$ cat config.mk
export PLATFORM = sky130hd
export DESIGN_NAME = sensor_sample_pio
export DESIGN_NICKNAME = d
export VERILOG_FILES = /design/src/rtl/sensor_sample_pio.sv
export SDC_FILE = /design/constraint.sdc
export NUM_CORES = 1
export LEC_CHECK = 0
export ABC_AREA = 1
export ABC_CLOCK_PERIOD_IN_PS = 2400
export CAP_MARGIN = 0
export CORE_ASPECT_RATIO = 2
export CORE_MARGIN = 3
export CORE_UTILIZATION = 45
export DETAILED_ROUTE_END_ITERATION = 8
export PLACE_DENSITY = 0.76
export SYNTH_ARGS = -nofsm -noshare
export SYNTH_HDL_FRONTEND = slang
export SYNTH_SLANG_ARGS = --single-unit
$ cat constraint.sdc
create_clock -name clk -period 2.4 [get_ports clk]
set_input_delay 0.48 -clock clk [delete_from_list [all_inputs] [get_ports clk]]
set_output_delay 0.48 -clock clk [all_outputs]
set_load 0.02 [all_outputs]
$ cat src/rtl/sensor_sample_pio.sv
// Multi-channel sample capture peripheral on an Avalon-MM slave port.
// Latches per-channel samples on strobes and tracks new/overrun flags.
module sensor_sample_pio #(
    parameter int DATA_W = 24,
    parameter int N_CH   = 4
) (
    input  logic                     clk,
    input  logic                     reset_n,
    input  logic [3:0]               address,
    input  logic                     read,
    input  logic                     write,
    input  logic [31:0]              writedata,
    output logic [31:0]              readdata,
    input  logic [N_CH*DATA_W-1:0]   in_port,
    input  logic [N_CH-1:0]          in_valid,
    output logic                     irq
);

    logic              r_freeze;
    logic              r_irq_en;
    logic [N_CH-1:0]   r_new;
    logic [N_CH-1:0]   r_ovr;
    logic [N_CH-1:0]   r_mask;
    logic [15:0]       r_cnt;
    logic [DATA_W-1:0] r_hold [N_CH];
    logic [31:0]       r_readdata;
    logic              r_irq;

    logic [N_CH-1:0]   w_cap;
    logic [N_CH-1:0]   w_rd_clr;
    logic [N_CH-1:0]   w_new_w1c;
    logic [N_CH-1:0]   w_ovr_w1c;
    logic [N_CH-1:0]   w_new_nxt;
    logic [N_CH-1:0]   w_ovr_nxt;
    logic [4:0]        w_ncap;
    logic [31:0]       w_rdata;
    logic              w_sts_wr;
    logic              w_unused;

    assign w_unused = ^writedata;

    assign w_cap     = r_freeze ? '0 : in_valid;
    assign w_sts_wr  = write && (address == 4'd1);
    assign w_new_w1c = w_sts_wr ? writedata[N_CH-1:0] : '0;
    assign w_ovr_w1c = w_sts_wr ? writedata[8 +: N_CH] : '0;

    // A capture always wins over any same-edge clear of its flag.
    assign w_new_nxt = w_cap | (r_new & ~w_rd_clr & ~w_new_w1c);
    assign w_ovr_nxt = (w_cap & r_new) | (r_ovr & ~w_ovr_w1c);

    always_comb begin
        w_rd_clr = '0;
        w_ncap   = '0;
        for (int i = 0; i < N_CH; i++) begin
            w_rd_clr[i] = read && (address == 4'(i + 4));
            w_ncap      = w_ncap + 5'(w_cap[i]);
        end
    end

    always_comb begin
        w_rdata = '0;
        case (address)
            4'd0: w_rdata[1:0] = {r_irq_en, r_freeze};
            4'd1: begin
                w_rdata[N_CH-1:0]   = r_new;
                w_rdata[8 +: N_CH]  = r_ovr;
            end
            4'd2: w_rdata[N_CH-1:0] = r_mask;
            4'd3: w_rdata[15:0]     = r_cnt;
            default: begin
                for (int i = 0; i < N_CH; i++) begin
                    if (address == 4'(i + 4))
                        w_rdata = 32'(r_hold[i]);
                end
            end
        endcase
    end

    always_ff @(posedge clk or negedge reset_n) begin
        if (!reset_n) begin
            r_freeze <= 1'b0;
            r_irq_en <= 1'b0;
            r_mask   <= '0;
        end else if (write) begin
            if (address == 4'd0) begin
                r_freeze <= writedata[0];
                r_irq_en <= writedata[1];
            end
            if (address == 4'd2)
                r_mask <= writedata[N_CH-1:0];
        end
    end

    always_ff @(posedge clk or negedge reset_n) begin
        if (!reset_n) begin
            r_new <= '0;
            r_ovr <= '0;
            r_cnt <= '0;
        end else begin
            r_new <= w_new_nxt;
            r_ovr <= w_ovr_nxt;
            if (write && address == 4'd3)
                r_cnt <= '0;
            else
                r_cnt <= r_cnt + 16'(w_ncap);
        end
    end

    always_ff @(posedge clk or negedge reset_n) begin
        if (!reset_n) begin
            for (int i = 0; i < N_CH; i++)
                r_hold[i] <= '0;
        end else begin
            for (int i = 0; i < N_CH; i++) begin
                if (w_cap[i])
                    r_hold[i] <= in_port[i*DATA_W +: DATA_W];
            end
        end
    end

    // Read data reflects pre-edge state, so a same-cycle capture is not seen.
    always_ff @(posedge clk or negedge reset_n) begin
        if (!reset_n) begin
            r_readdata <= '0;
            r_irq      <= 1'b0;
        end else begin
            if (read)
                r_readdata <= w_rdata;
            r_irq <= r_irq_en & (|(r_new & r_mask));
        end
    end

    assign readdata = r_readdata;
    assign irq      = r_irq;

endmodule

==> impl_metrics.py <==
metrics = {
    "route": {
        "wl_per_cell_um": 16.7,
        "routed_wl_um": 20200,
        "wl_met3_um": 826,
        "met2WireLength_um": 11100,
        "ant_nets": 0,
        "wl_met1_um": 7010,
        "top_layer": "met4",
        "drt_iter0_markers": 356,
        "drt_drc_violations_left": 0,
        "vias": 6191,
        "drt_pass1_iterations": 5,
        "drt-vias-per-instance": 5.13,
    },
    "final_layout": {
        "fin_cells": 1208,
        "drive_gt1_share_pct": 16.6,
        "diodes": 0,
        "area_delta_synth_final_pct": 32.5,
        "finalNetCount": 1138,
    },
    "synthesis": {
        "synth_cell_types": 31,
        "ys_seq_area_share_pct": 51.9,
        "netlist_area_um2": 7280,
        "synth_seq_cells": 151,
        "netlist_instances": 830,
        "synth_top_cell_by_area": "dfrtp_1",
        "yosys_warnings": 0,
        "synth_area_leaders": "dfrtp_1 52%, nand2_1 13%, mux2_2 9.9%",
        "avgSynthCellArea_um2": 8.77,
        "yosysTopAreaCellShare_pct": 51.9,
    },
    "floorplanning": {
        "ios": 173,
        "dieArea_um2": 17800,
        "die_h_um": 186,
        "die_width_um": 95.9,
        "initial_utilization_pct": 45.9,
        "coreArea_um2": 15900,
        "rows": 65,
    },
    "clock_tree": {
        "cts_buffer_depth": 2,
        "cts_buffers": 17,
        "clock_latency_ns": 0.41,
        "htree_levels": 4,
        "cts_setup_buffers": 0,
        "clockRootBuffer": "clkbuf_16",
        "cts_sinks": 151,
        "path_clk_slew_ns": 0.07,
        "cts_tree": "built",
    },
    "pwr": {
        "switching_share_pct": 31.0,
        "cellLeakagePower_nw": 4.56,
        "netSwitchingPower_mw": 2.35,
        "power_mw": 7.59,
        "clkPwrFrac_pct": 32.4,
        "peakVddDrop_uv": 470,
        "p_comb_share_pct": 23.0,
        "internal-power_mw": 5.24,
        "seq_power_share_pct": 44.6,
        "power_density_nw_per_um2": 787,
    },
    "hold_path": {
        "hold_class": "input pin to asynchronous set/reset pin",
    },
    "worst_setup_path": {
        "crit_chain": "inv_2 > nand2_4 > xor2_1 > inv_1 > ha_1 > inv_1 > fa_2 > inv_2 > fa_2 > nand3_4 > nor2_4 > nand2_2 > o21ai_0 > a21oi_1",
        "crit_family": "adder cells",
        "cp_num_buf_inv": 4,
        "cp.required_ns": 2.69,
        "critical_path.slowest_cell": "dfrtp_1",
        "slowest_delay_ns": 0.40,
        "start_kind": "register",
        "cp.arrival_ns": 2.65,
        "end_kind": "register",
        "cp_max_fo": 4,
        "crit_type": "register to register",
    },
    "placed_design": {
        "pre_cts_ws_ns": -0.516,
        "gp_congestion": 0.915,
        "port_buffers": 140,
        "hpwl_um": 15100,
        "dp_cells": 1176,
    },
    "outcome": {
        "status": "complete, no violations",
    },
    "grt": {
        "grt.overflow.total": 0,
        "grt_usage_pct": 23.6,
        "grt_pass1_wl_um": 31500,
        "grt_max_degree": 51,
        "grt_pass1_vias": 6354,
        "antenna_found_initial": 0,
    },
    "sta": {
        "max_freq_mhz": 424,
        "relSlewSlack_pct": 30.7,
        "worstMarginPinSlew_ns": 1.04,
        "holdWs_ns": 0.0100,
        "rsz0062_at_grt": "true",
        "fin_crit_ns": 2.36,
        "final-setup-viol-count": 0,
        "tns_ns": 0,
        "fin_crit_sh_pct": 98.3,
        "setup_ws_ns": 0.0415,
        "drv_slew": 0,
        "skew_ns": 0.00902,
        "finalHoldViolCount": 0,
    },
    "job": {
        "maxCapViolCount": 0,
    },
}
-- cell usage after synthesis, drive strengths merged --
| cell type | instances |
|---|---|
| nor2 | 71 |
| conb | 1 |
| a41oi | 1 |
| or2 | 2 |
| a31o | 1 |
| xor2 | 1 |
| o21ai | 42 |
| nand4 | 12 |
| buf | 31 |
| nor3 | 7 |
| a21oi | 25 |
| nand2 | 264 |
| fa | 2 |
| ha | 2 |
| clkbuf | 6 |
| clkinv | 1 |
| mux2 | 64 |
| inv | 80 |
| nand3 | 57 |
| o211ai | 4 |
| dfrtp | 151 |
| o31ai | 5 |
-- worst reg2reg max path: stages, from the launching register on --
cell     delay [ns]
dfrtp_1        0.40
inv_2          0.12
nand2_4        0.06
xor2_1         0.12
inv_1          0.05
ha_1           0.26
inv_1          0.05
fa_2           0.33
inv_2          0.07
fa_2           0.23
nand3_4        0.10
nor2_4         0.14
nand2_2        0.09
o21ai_0        0.17
a21oi_1        0.06
-- final timing paths --
| path | from | to | slack, ns | depth (start not counted) |
|---|---|---|---|---|
| max | r_freeze$_DFFE_PN0P_ | r_cnt[6]$_DFF_PN0_ | 0.04 | 14 |
| min | reset_n | r_hold[11]$_DFFE_PN0P_ | 0.01 | 1 |
| max reg2reg | r_freeze$_DFFE_PN0P_ | r_cnt[6]$_DFF_PN0_ | 0.04 | 14 |
| min reg2reg | readdata[8]$_DFFE_PN0P_ | readdata[8]$_DFFE_PN0P_ | 0.48 | 2 |
| max in group asynchronous | reset_n | r_hold[73]$_DFFE_PN0P_ | 1.74 | 2 |
| min in group clk | readdata[8]$_DFFE_PN0P_ | readdata[8]$_DFFE_PN0P_ | 0.48 | 2 |
-- flip-flops by register name (all words and copies together) (netlist names) --
signal / cells
r_hold: 96
r_cnt: 16
irq: 1
r_mask: 4
r_irq_en: 1
r_new: 4
readdata: 24
r_freeze: 1
r_ovr: 4
-- metal layers --
| layer | vias up | track usage (%) |
|---|---|---|
| li1 | 2975 | - |
| met3 | 56 | 3.60 |
| met2 | 188 | 43.0 |
| met5 | - | 0 |
| met4 | 0 | 14.5 |
| met1 | 2972 | 24.6 |
-- cell usage in the layout (no fill, tap or decap), types with 12 or more instances in the layout --
cell type and count:
clkdlybuf4s50_1 138, mux2_2 64, a21oi_1 25, inv_1 72, nand2_1 256, o21ai_0 36, dfrtp_1 151, nand3_1 54
nand4_1 12, clkbuf_16 17, buf_4 31, nor2_1 59
-- power by group through the flow --
| stage | registers [mW] | clock network, mW | logic [mW] |
|---|---|---|---|
| finish | 3.38 | 2.46 | 1.75 |
| global route | 3.43 | 2.62 | 1.93 |
| CTS | 3.37 | 2.50 | 1.74 |
| detailed placement | 3.41 | 0 | 1.74 |
| global placement | 3.39 | 0 | 1.68 |
| floorplan | 3.36 | 0 | 1.00 |
-- kinds of logic (layout without fill, tap and decap cells) --
| family | Yosys count | count (layout) | share of synthesized area [%] |
|---|---|---|---|
| AO/OA/AOI/OAI | 78 | 78 | 5.78 |
| XOR/XNOR | 1 | 1 | 0.120 |
| adder cells (fa/ha/maj) | 4 | 4 | 0.894 |
| buffers and inverters | 118 | 288 | 7.24 |
| flip-flops | 151 | 151 | 51.9 |
| multiplexers | 64 | 64 | 9.90 |
| other | 1 | 8 | 0.0515 |
| AND/OR/NAND/NOR | 413 | 413 | 24.1 |
-- layout make-up --
class / instances / area, um2
clock buffer: 19 / 433
clock inverter: 13 / 113
fill: 1378 / 6220
inverter: 81 / 304
multi-input combinational: 568 / 3050
sequential: 151 / 3780
tap: 201 / 251
timing repair buffer: 175 / 1710
-- stage by stage --
stage	cell area (um2)	utilization, %
2_1_floorplan	7330	-
3_5_place_dp	9070	57.2
6_report	9640	60.8
3_3_place_gp	9070	57.2
4_1_cts	9610	60.6
5_1_grt	9640	60.8
-- repair_timing --
item | in CTS | in global routing
setup endpoints to repair | 4 | 5
pin swaps | 1 | 3
hold buffers | 0 | 0
gates resized for setup | 1 | 7
No activity file was read; power rests on OpenSTA's default activity.
